### config.mk
export PLATFORM = sky130hd
export DESIGN_NAME = pll_reset_sequencer_flat
export DESIGN_NICKNAME = d
export VERILOG_FILES = /design/src/rtl/pll_reset_sequencer_pkg.sv /design/src/rtl/pll_reset_sequencer_if.sv /design/src/rtl/pll_reset_sequencer_sync_2ff.sv /design/src/rtl/pll_reset_sequencer.sv /design/src/flat_wrapper.sv
export SDC_FILE = /design/constraint.sdc
export NUM_CORES = 1
export LEC_CHECK = 0
export CAP_MARGIN = 20
export CELL_PAD_IN_SITES_DETAIL_PLACEMENT = 0
export CELL_PAD_IN_SITES_GLOBAL_PLACEMENT = 2
export CORE_UTILIZATION = 37
export CTS_CLUSTER_SIZE = 10
export DETAILED_ROUTE_END_ITERATION = 12
export GPL_TIMING_DRIVEN = 0
export PLACE_DENSITY = 0.77
export SETUP_SLACK_MARGIN = 0.05
export SYNTH_ARGS = -nofsm -noshare
export SYNTH_HDL_FRONTEND = slang
export SYNTH_HIERARCHICAL = 1
export SYNTH_SLANG_ARGS = --single-unit
### constraint.sdc
create_clock -name clock -period 3.22 [get_ports clock]
set_input_delay 0.644 -clock clock [delete_from_list [all_inputs] [get_ports clock]]
set_output_delay 0.644 -clock clock [all_outputs]
set_load 0.005 [all_outputs]
### src/rtl/pll_reset_sequencer_pkg.sv
// Shared definitions for the PLL reset sequencer: state encoding, parameter
// defaults and small helpers used to size the shared timer.
package pll_reset_sequencer_pkg;

  typedef enum logic [2:0] {
    ST_PLL_RST   = 3'd0,
    ST_WAIT_LOCK = 3'd1,
    ST_STABLE    = 3'd2,
    ST_RELEASE   = 3'd3,
    ST_RUN       = 3'd4
  } seq_state_e;

  localparam int unsigned DEF_LOCK_STABLE_CYCLES = 1024;
  localparam int unsigned DEF_RELEASE_GAP        = 16;
  localparam int unsigned DEF_LOCK_TIMEOUT       = 262144;
  localparam int unsigned DEF_PLL_RST_CYCLES     = 32;

  localparam int unsigned COUNT_W = 8;

  function automatic int unsigned max4(input int unsigned a, input int unsigned b,
                                       input int unsigned c, input int unsigned d);
    int unsigned m;
    m = a;
    if (b > m) m = b;
    if (c > m) m = c;
    if (d > m) m = d;
    return m;
  endfunction

  function automatic int unsigned cnt_width(input int unsigned max_val);
    return (max_val < 2) ? 1 : $clog2(max_val + 1);
  endfunction

  function automatic logic [COUNT_W-1:0] sat_inc(input logic [COUNT_W-1:0] v);
    return (v == {COUNT_W{1'b1}}) ? v : v + COUNT_W'(1);
  endfunction

endpackage

### src/rtl/pll_reset_sequencer_if.sv
// Status/control bundle between the reset sequencer and the PLL plus the
// downstream clock domains it holds in reset.
interface pll_reset_sequencer_if ();
  import pll_reset_sequencer_pkg::*;

  logic               locked;
  logic               pll_rst;
  logic               core_reset_n;
  logic               panel_reset_n;
  logic               ready;
  logic [COUNT_W-1:0] lock_lost_count;
  logic [COUNT_W-1:0] timeout_count;

  modport master (
    input  locked,
    output pll_rst, core_reset_n, panel_reset_n, ready,
    output lock_lost_count, timeout_count
  );

  modport slave (
    output locked,
    input  pll_rst, core_reset_n, panel_reset_n, ready,
    input  lock_lost_count, timeout_count
  );

endinterface

### src/rtl/pll_reset_sequencer_sync_2ff.sv
// Two-flop synchronizer for slow asynchronous status inputs (PLL lock and
// similar level signals); not suitable for multi-bit buses that change together.
module sync_2ff #(
  parameter int unsigned       WIDTH     = 1,
  parameter logic [WIDTH-1:0]  RESET_VAL = '0
) (
  input  logic             clock,
  input  logic             reset_n,
  input  logic [WIDTH-1:0] d,
  output logic [WIDTH-1:0] q
);

  logic [WIDTH-1:0] meta_q;

  always_ff @(posedge clock or negedge reset_n) begin
    if (!reset_n) begin
      meta_q <= RESET_VAL;
      q      <= RESET_VAL;
    end else begin
      meta_q <= d;
      q      <= meta_q;
    end
  end

endmodule

### src/rtl/pll_reset_sequencer.sv
// Sequences PLL reset, lock qualification and ordered core/panel reset release,
// retrying the PLL on lock timeout and falling back to WAIT_LOCK on lock loss.
//
//   state        | meaning
//   -------------+-----------------------------------------------------------
//   PLL_RST      | pll_rst held high for PLL_RST_CYCLES
//   WAIT_LOCK    | waiting for synchronized lock, retry PLL after LOCK_TIMEOUT
//   STABLE       | lock must stay high for LOCK_STABLE_CYCLES more samples
//   RELEASE      | core out of reset, panel still held for RELEASE_GAP
//   RUN          | both domains released, ready high
module pll_reset_sequencer
  import pll_reset_sequencer_pkg::*;
#(
  parameter int unsigned LOCK_STABLE_CYCLES = DEF_LOCK_STABLE_CYCLES,
  parameter int unsigned RELEASE_GAP        = DEF_RELEASE_GAP,
  parameter int unsigned LOCK_TIMEOUT       = DEF_LOCK_TIMEOUT,
  parameter int unsigned PLL_RST_CYCLES     = DEF_PLL_RST_CYCLES
) (
  input  logic                   clock,
  input  logic                   reset_n,
  pll_reset_sequencer_if.master  bus
);

  localparam int unsigned CNT_MAX = max4(LOCK_STABLE_CYCLES, RELEASE_GAP,
                                         LOCK_TIMEOUT, PLL_RST_CYCLES);
  localparam int unsigned CNT_W   = cnt_width(CNT_MAX);

  // Timed states load N-1 so that they occupy exactly N cycles. Reset loads the
  // full count because the reset interval itself provides no entry edge.
  // STABLE loads the full count: the entry edge is the first high sample and
  // LOCK_STABLE_CYCLES further consecutive high samples are then required.
  localparam logic [CNT_W-1:0] LD_RESET   = CNT_W'(PLL_RST_CYCLES);
  localparam logic [CNT_W-1:0] LD_PLL_RST = CNT_W'(PLL_RST_CYCLES - 1);
  localparam logic [CNT_W-1:0] LD_TIMEOUT = CNT_W'(LOCK_TIMEOUT - 1);
  localparam logic [CNT_W-1:0] LD_STABLE  = CNT_W'(LOCK_STABLE_CYCLES);
  localparam logic [CNT_W-1:0] LD_GAP     = CNT_W'(RELEASE_GAP - 1);
  localparam logic [CNT_W-1:0] CNT_ONE    = CNT_W'(1);

  seq_state_e         state_q, state_d;
  logic [CNT_W-1:0]   cnt_q, cnt_d;
  logic               cnt_zero;
  logic               locked_sync;
  logic               tmo_inc, lost_inc;

  logic               pll_rst_q;
  logic               core_reset_n_q;
  logic               panel_reset_n_q;
  logic               ready_q;
  logic [COUNT_W-1:0] lock_lost_q;
  logic [COUNT_W-1:0] timeout_q;

  sync_2ff #(
    .WIDTH     (1),
    .RESET_VAL (1'b0)
  ) u_lock_sync (
    .clock   (clock),
    .reset_n (reset_n),
    .d       (bus.locked),
    .q       (locked_sync)
  );

  assign cnt_zero = (cnt_q == '0);

  always_comb begin
    state_d  = state_q;
    cnt_d    = cnt_zero ? cnt_q : cnt_q - CNT_ONE;
    tmo_inc  = 1'b0;
    lost_inc = 1'b0;

    case (state_q)
      ST_PLL_RST: begin
        if (cnt_zero) begin
          state_d = ST_WAIT_LOCK;
          cnt_d   = LD_TIMEOUT;
        end
      end

      ST_WAIT_LOCK: begin
        if (locked_sync) begin
          state_d = ST_STABLE;
          cnt_d   = LD_STABLE;
        end else if (cnt_zero) begin
          state_d = ST_PLL_RST;
          cnt_d   = LD_PLL_RST;
          tmo_inc = 1'b1;
        end
      end

      ST_STABLE: begin
        if (!locked_sync) begin
          state_d = ST_WAIT_LOCK;
          cnt_d   = LD_TIMEOUT;
        end else if (cnt_zero) begin
          state_d = ST_RELEASE;
          cnt_d   = LD_GAP;
        end
      end

      ST_RELEASE: begin
        if (!locked_sync) begin
          state_d  = ST_WAIT_LOCK;
          cnt_d    = LD_TIMEOUT;
          lost_inc = 1'b1;
        end else if (cnt_zero) begin
          state_d = ST_RUN;
          cnt_d   = '0;
        end
      end

      ST_RUN: begin
        if (!locked_sync) begin
          state_d  = ST_WAIT_LOCK;
          cnt_d    = LD_TIMEOUT;
          lost_inc = 1'b1;
        end
      end

      default: begin
        state_d = ST_PLL_RST;
        cnt_d   = LD_PLL_RST;
      end
    endcase
  end

  always_ff @(posedge clock or negedge reset_n) begin
    if (!reset_n) begin
      state_q <= ST_PLL_RST;
      cnt_q   <= LD_RESET;
    end else begin
      state_q <= state_d;
      cnt_q   <= cnt_d;
    end
  end

  // Outputs decode the next state so they switch on the edge entering a state;
  // panel release is only ever decoded from RUN, which always implies core release.
  always_ff @(posedge clock or negedge reset_n) begin
    if (!reset_n) begin
      pll_rst_q       <= 1'b1;
      core_reset_n_q  <= 1'b0;
      panel_reset_n_q <= 1'b0;
      ready_q         <= 1'b0;
    end else begin
      pll_rst_q       <= (state_d == ST_PLL_RST);
      core_reset_n_q  <= (state_d == ST_RELEASE) || (state_d == ST_RUN);
      panel_reset_n_q <= (state_d == ST_RUN);
      ready_q         <= (state_d == ST_RUN);
    end
  end

  always_ff @(posedge clock or negedge reset_n) begin
    if (!reset_n) begin
      lock_lost_q <= '0;
      timeout_q   <= '0;
    end else begin
      if (lost_inc) lock_lost_q <= sat_inc(lock_lost_q);
      if (tmo_inc)  timeout_q   <= sat_inc(timeout_q);
    end
  end

  assign bus.pll_rst         = pll_rst_q;
  assign bus.core_reset_n    = core_reset_n_q;
  assign bus.panel_reset_n   = panel_reset_n_q;
  assign bus.ready           = ready_q;
  assign bus.lock_lost_count = lock_lost_q;
  assign bus.timeout_count   = timeout_q;

endmodule

### src/flat_wrapper.sv
// flat-port wrapper written by rule: the top's interface ports become plain ports
module pll_reset_sequencer_flat import pll_reset_sequencer_pkg::*;
#(
  parameter int unsigned LOCK_STABLE_CYCLES = DEF_LOCK_STABLE_CYCLES,
  parameter int unsigned RELEASE_GAP        = DEF_RELEASE_GAP,
  parameter int unsigned LOCK_TIMEOUT       = DEF_LOCK_TIMEOUT,
  parameter int unsigned PLL_RST_CYCLES     = DEF_PLL_RST_CYCLES
)
  (clock, reset_n, bus_locked, bus_pll_rst, bus_core_reset_n, bus_panel_reset_n, bus_ready, bus_lock_lost_count, bus_timeout_count);
  pll_reset_sequencer_if bus_i ();
  input  logic clock;
  input  logic reset_n;
  input wire logic [$bits(bus_i.locked)-1:0] bus_locked;
  output wire logic [$bits(bus_i.pll_rst)-1:0] bus_pll_rst;
  output wire logic [$bits(bus_i.core_reset_n)-1:0] bus_core_reset_n;
  output wire logic [$bits(bus_i.panel_reset_n)-1:0] bus_panel_reset_n;
  output wire logic [$bits(bus_i.ready)-1:0] bus_ready;
  output wire logic [$bits(bus_i.lock_lost_count)-1:0] bus_lock_lost_count;
  output wire logic [$bits(bus_i.timeout_count)-1:0] bus_timeout_count;
  assign bus_i.locked = bus_locked;
  assign bus_pll_rst = bus_i.pll_rst;
  assign bus_core_reset_n = bus_i.core_reset_n;
  assign bus_panel_reset_n = bus_i.panel_reset_n;
  assign bus_ready = bus_i.ready;
  assign bus_lock_lost_count = bus_i.lock_lost_count;
  assign bus_timeout_count = bus_i.timeout_count;
  pll_reset_sequencer #(.LOCK_STABLE_CYCLES(LOCK_STABLE_CYCLES), .RELEASE_GAP(RELEASE_GAP), .LOCK_TIMEOUT(LOCK_TIMEOUT), .PLL_RST_CYCLES(PLL_RST_CYCLES)) u_core (.clock(clock), .reset_n(reset_n), .bus(bus_i));
endmodule
# ---- Word level (Yosys, flattened, before mapping)
# Cells that the tools add are included.
dict set report totals {
  reg_bits 43
  in_bits 3
  out_inout_bits 20
  elab_cells 53
}
dict set report classes {
  addsub 3
  eq_ne 8
  muxes 24
  bitwise_logic 2
  n_reduce_logical 7
}
# operator count
set op_table {}
lappend op_table {{$mux 19} 9}
lappend op_table {{$pmux 19 s5} 1}
lappend op_table {{$mux 3} 8}
lappend op_table {{$logic_not 19->1} 1}
lappend op_table {{$sub 19x1->19 const B} 1}
lappend op_table {{$add 8x1->8 const B} 2}
lappend op_table {{$eq 8x8->1 const B} 2}
lappend op_table {{$pmux 3 s5} 1}
lappend op_table {{$eq 3x2->1 const B} 3}
lappend op_table {{$eq 3x3->1 const B} 2}
lappend op_table {{$logic_not 3->1} 2}
lappend op_table {{$mux 1} 5}
lappend op_table {{$reduce_and 2->1} 2}
lappend op_table {{$eq 3x1->1 const B} 1}
lappend op_table {{$not 1->1} 2}
lappend op_table {{$reduce_or 2->1} 1}
lappend op_table {{$logic_or 1x1->1} 1}

# ---- Depth between registers and ports, before layout
dict set report depth {
  word_depth 6
  depth_mapped 11
  ltp_nobuf 10
}

# ---- Cells and area by module
# Netlist, hierarchy kept.
# mod instances cells_each area_each_um2 seq_area_each_um2
set modules_own_cells {}
lappend modules_own_cells {pll_reset_sequencer 1 263 2537.4 1028.5}
lappend modules_own_cells {sync_2ff 1 2 50.0 50.0}

# ---- Worst setup path before layout
# No wires, ideal clock.
dict set report synth_path {
  path_type {register to register}
  start {register u_core.cnt_q[0]}
  end {register u_core.cnt_q[0]}
  setup_time_ns 0.136
  arrival_ns 2.334
  path_slack_ns 0.750
  path_stages_with_launch 12
  path_buffers 1
  period_less_slack_ns 2.470
  cell_sequence {dfrtp_1 inv_1 ha_1 or4b_4 or3_1 buf_6 nor2_4 inv_2 ha_1 nand3_1 a21oi_1 o32ai_1}
}
dict set report synth_between {
  elab_chain_len 5
  elab_cells_between_ends 12
}
# element line_no
set synth_lines {}
lappend synth_lines {{start, declared} pll_reset_sequencer.sv:40} ;# logic [CNT_W-1:0] cnt_q, cnt_d;
lappend synth_lines {{start signal, assigned} pll_reset_sequencer.sv:131} ;# cnt_q <= cnt_d;
lappend synth_lines {{$sub 19x1->19 / $logic_not 19->1 (equally long branches)} {pll_reset_sequencer.sv:66, pll_reset_sequencer.sv:62}}
lappend synth_lines {{$mux 19} pll_reset_sequencer.sv:66} ;# cnt_d = cnt_zero ? cnt_q : cnt_q - CNT_ONE;
lappend synth_lines {{$mux 19 (on tied branches)} {pll_reset_sequencer.sv:104, pll_reset_sequencer.sv:82, pll_reset_sequencer.sv:93}}
lappend synth_lines {{$mux 19 (on tied branches)} {pll_reset_sequencer.sv:100, pll_reset_sequencer.sv:79, pll_reset_sequencer.sv:90}}
lappend synth_lines {{$pmux 19 s5 (*)} pll_reset_sequencer.sv:70} ;# case (state_q)
lappend synth_lines {{via u_core.cnt_d[0]} pll_reset_sequencer.sv:40}
# The timed path passes the listed nets; every way through them passes the cells marked *.
# A chain may end at the register's enable or synchronous reset.

# ---- Final worst setup path
# Same ends and word-level chain as after synthesis.

==> results.txt <==
Clock skew on the completed layout was measured at roughly 0.0080 ns. The number of sinks on the clock net is 43. The power density relative to cell area is between 700 and 800 nW/um^2. The normalized max-slew margin is a little under three fifths. The clock network latency to the later pin of the worst-skew pair came out at 0.30 ns. The synthesized netlist net count is ~270. The overall die width is about 86 um. The vertical die dimension is 85.63 um. The arrival time at the worst endpoint is 2.92 ns. The worst path uses between 80 and 90% of the clock period. The proportion of netlist area held by the largest area contributor came out at between 30% and 40%. The number of global-route vias before repair came out at between 2000 and 2500. The first global-routing pass estimated 11130 um of wire. The overflow left after global routing is 0. The number of warnings printed during yosys synthesis came out at 6. The minimum setup slack in the final design came out at between 0.4 and 0.5 ns. The number of CTS-inserted buffers came out at 5.

The peak supply drop came out at between 0.3 and 0.4 mV. The most numerous cell type found on the critical path is sky130_fd_sc_hd__ha_1. The die covers around 7300 sq um. In this run the clock root is driven by a sky130_fd_sc_hd__clkbuf_8.

The most numerous cell in the Yosys netlist is sky130_fd_sc_hd__dfrtp_1. The register-to-register setup slack came out at around 0.48 ns. The core area came out at between 6000 and 7000 sq um. Setup violations remaining at the end of the flow were counted as 0. The slew at the pin with the worst max-slew slack is 0.6322 ns. The total negative slack came out at 0 ns. The clock period could shrink to 2.743 ns. The number of pins with negative max-slew slack in the final report is 0. The pre-CTS worst setup slack came out at between 0.4 and 0.5 ns.

The critical-path maximum fanout is 11. Among cell families on the critical path, the largest total delay comes from simple AND/OR/NAND/NOR gates. The I/O pin count is 23.

In the routed layout, each cell is associated on average with a via count of around 5.9. The aggregate global-route resource usage is approximately a fifth. The synthesized netlist contains 58 unique library cells. The number of cell rows came out at 30. In the final layout, the share of cells above drive strength 1 is roughly 12%. The clock transition at the registers of the reported paths came out at 0.10 ns.

The endpoint required time on the critical path came out at ~3.4 ns. Derived from the worst setup path, the maximum achievable clock frequency is ~360 MHz. From synthesis to final layout, the design area changed by 16.63%.

The post-detailed-placement half-perimeter wirelength is ~4700 um. The clock tree from TritonCTS is done. The worst hold path belongs to the class primary input to async pin.

Summing every instance area after synthesis gives approximately 2600 sq um. Averaged over all synthesized cells, the footprint is slightly below 10 sq um. The number of antenna violations at the first check in global routing is 0. The longest clock path from root to sink contains 2 buffers. The share of synthesized flip-flops with an asynchronous set or reset came out at between 90% and 100%. The kind of capture point of the worst setup path is a register. The number of H-tree levels came out at 2.

The path type of the worst setup path is register to register. After detailed routing, the average wire length per cell comes to ~17 um. Counting both buffers and inverters, the worst setup path holds a total of 3.

The detailed-router iteration count before antenna repair came out at 4. The longest individual stage delay on the worst path is 0.51 ns. The number of DRC markers after the initial detailed-route iteration is 155.

The leakage power came out at 1.149 nW. The number of buffers inserted by port buffering is 22. In the synthesized netlist, the cells that appear most often are sky130_fd_sc_hd__dfrtp_1 (41), sky130_fd_sc_hd__nand2_1 (18), sky130_fd_sc_hd__nor2_1 (18). The post-detailed-route DRC marker count came out at 0. Setup repair after global routing left no endpoint under its margin. The number of hold buffers added after CTS came out at 0. The number of synthesized flops with an enable pin came out at 0. The net count of the finished layout is about 300. The element type at the critical path start is a register. The largest individual stage delay along the critical path comes from the cell sky130_fd_sc_hd__or4b_4. The layout has ~660 filler cells. The buffer count from post-CTS setup fixing came out at 0.

The number of instances in the synthesized netlist came out at 265. The flip-flop and latch count after synthesis came out at 43. The pin count of the biggest net entering global routing is 28. The number of routed nets with antenna violations came out at 0.

The number of diodes is 0. The run finished with clean final reports. The critical path goes through inv_1 > ha_1 > or4b_4 > or3_1 > buf_6 > nor2_4 > inv_2 > ha_1 > nand3_1 > a21oi_1 > o32ai_1. The initial cell density of the core is a little under two fifths.

The routability-driven placement congestion ratio is 0.8202. The detailed-route wire length is about 6500 um. Summed over all instances, the cell type with the most area after synthesis is sky130_fd_sc_hd__dfrtp_1. The total of cells resized after clock tree synthesis came out at 0. Among all flip-flop cells after synthesis, the most frequent one is sky130_fd_sc_hd__dfrtp_1. The sequential fraction of the synthesis area is between 40% and 50%. The count of endpoints failing hold in the final timing report came out at 0.

Yosys attributes the largest share of cell area to sky130_fd_sc_hd__dfrtp_1 (40%), sky130_fd_sc_hd__xnor2_1 (5.8%), sky130_fd_sc_hd__o21ai_0 (3.1%). The number of max-capacitance violations reported is 0. The routed layout has around 2200 vias.
## worst register-to-register path, stage by stage (launching register included)
cell,delay [ns]
sky130_fd_sc_hd__dfrtp_1,0.41
sky130_fd_sc_hd__inv_1,0.13
sky130_fd_sc_hd__ha_1,0.17
sky130_fd_sc_hd__or4b_4,0.51
sky130_fd_sc_hd__or3_1,0.34
sky130_fd_sc_hd__buf_6,0.15
sky130_fd_sc_hd__nor2_4,0.13
sky130_fd_sc_hd__inv_2,0.15
sky130_fd_sc_hd__ha_1,0.30
sky130_fd_sc_hd__nand3_1,0.07
sky130_fd_sc_hd__a21oi_1,0.17
sky130_fd_sc_hd__o32ai_1,0.10
## cell type report
class,count,area (sq um),area share (%)
Sequential cell,43,1079,35.74
Timing Repair Buffer,23,235.2,7.794
Multi-Input combinational cell,201,1410,46.72
Buffer,12,65.06,2.156
Inverter,9,33.78,1.119
Clock buffer,5,68.82,2.280
Clock inverter,3,26.28,0.8706
Tap cell,80,100.1,3.317
## power by group
part | internal (mW) | switching (mW)
registers | 0.703 | 0.190
clock network | 0.160 | 0.213
logic | 0.389 | 0.493
## worst paths after layout
kind	depth (start not counted)	endpoint	startpoint
worst max-delay path	11	u_core/cnt_q[0]$_DFF_PN0_	u_core/cnt_q[0]$_DFF_PN0_
worst min-delay path	1	u_core/bus.ready$_DFF_PN0_	reset_n
worst max register to register	11	u_core/cnt_q[0]$_DFF_PN0_	u_core/cnt_q[0]$_DFF_PN0_
worst min register to register	0	u_core/u_lock_sync/q$_DFF_PN0_	u_core/u_lock_sync/meta_q$_DFF_PN0_
max in group asynchronous	2	u_core/bus.pll_rst$_DFF_PN1_	reset_n
min in group clock	0	u_core/u_lock_sync/q$_DFF_PN0_	u_core/u_lock_sync/meta_q$_DFF_PN0_
## cells by family (layout without fill, tap and decap cells)
kind of cell / after synthesis / in the layout / share of synthesized area, %
buffers and inverters: 21 / 52 / 3.820
xor gates and xnor gates: 23 / 23 / 7.785
muxes: 2 / 2 / 0.8703
adders and majority gates: 6 / 6 / 2.901
DFF: 43 / 43 / 41.68
AOI/OAI and AO/OA: 70 / 70 / 19.05
and+or+nand+nor: 100 / 100 / 23.89
## registers in the layout, summed over array words and instances (netlist names)
| register | count |
|---|---|
| u_core/u_lock_sync/meta_q | 1 |
| u_core/state_q | 3 |
| u_core/u_lock_sync/q | 1 |
| u_core/bus.lock_lost_count | 8 |
| u_core/bus.core_reset_n | 1 |
| u_core/bus.ready | 1 |
| u_core/bus.pll_rst | 1 |
| u_core/bus.timeout_count | 8 |
| u_core/cnt_q | 19 |
## metal layers
metal  part of all wire, %  up-vias  wire, um  GRT usage [%]
met3                   3.2       10       209          3.369
met1                    48     1082      3108          26.65
met4                   2.0        0       129          8.030
li1                      -     1063         -              -
met5                     0        -         0              0
met2                    47       47      3073          30.25
## per-stage QoR
stage	instance area [sq um]	total power, mW	instances	hold slack (ns)	util (%)
after CTS	3018	2.163	376	0.2844	44.67
after global placement	2908	1.776	367	0.3325	43.04
final	3018	2.147	376	0.2778	44.67
after detailed placement	2923	1.777	368	0.3497	43.26
after global routing	3018	2.325	376	0.2897	44.67
after floorplan	2587	1.496	265	0.3312	-
## cells in the final DEF, fill, tap and decap left out, types with 8 or more instances in the layout
cell / count
sky130_fd_sc_hd__xnor2_1: 17
sky130_fd_sc_hd__nor2_1: 18
sky130_fd_sc_hd__a31oi_1: 8
sky130_fd_sc_hd__clkdlybuf4s50_1: 21
sky130_fd_sc_hd__inv_1: 8
sky130_fd_sc_hd__o21ai_0: 16
sky130_fd_sc_hd__nand2_1: 18
sky130_fd_sc_hd__a21oi_1: 11
sky130_fd_sc_hd__nand4_1: 11
sky130_fd_sc_hd__dfrtp_1: 41
sky130_fd_sc_hd__nor3_1: 8
Note: power is estimated with default switching activity, not from simulation.
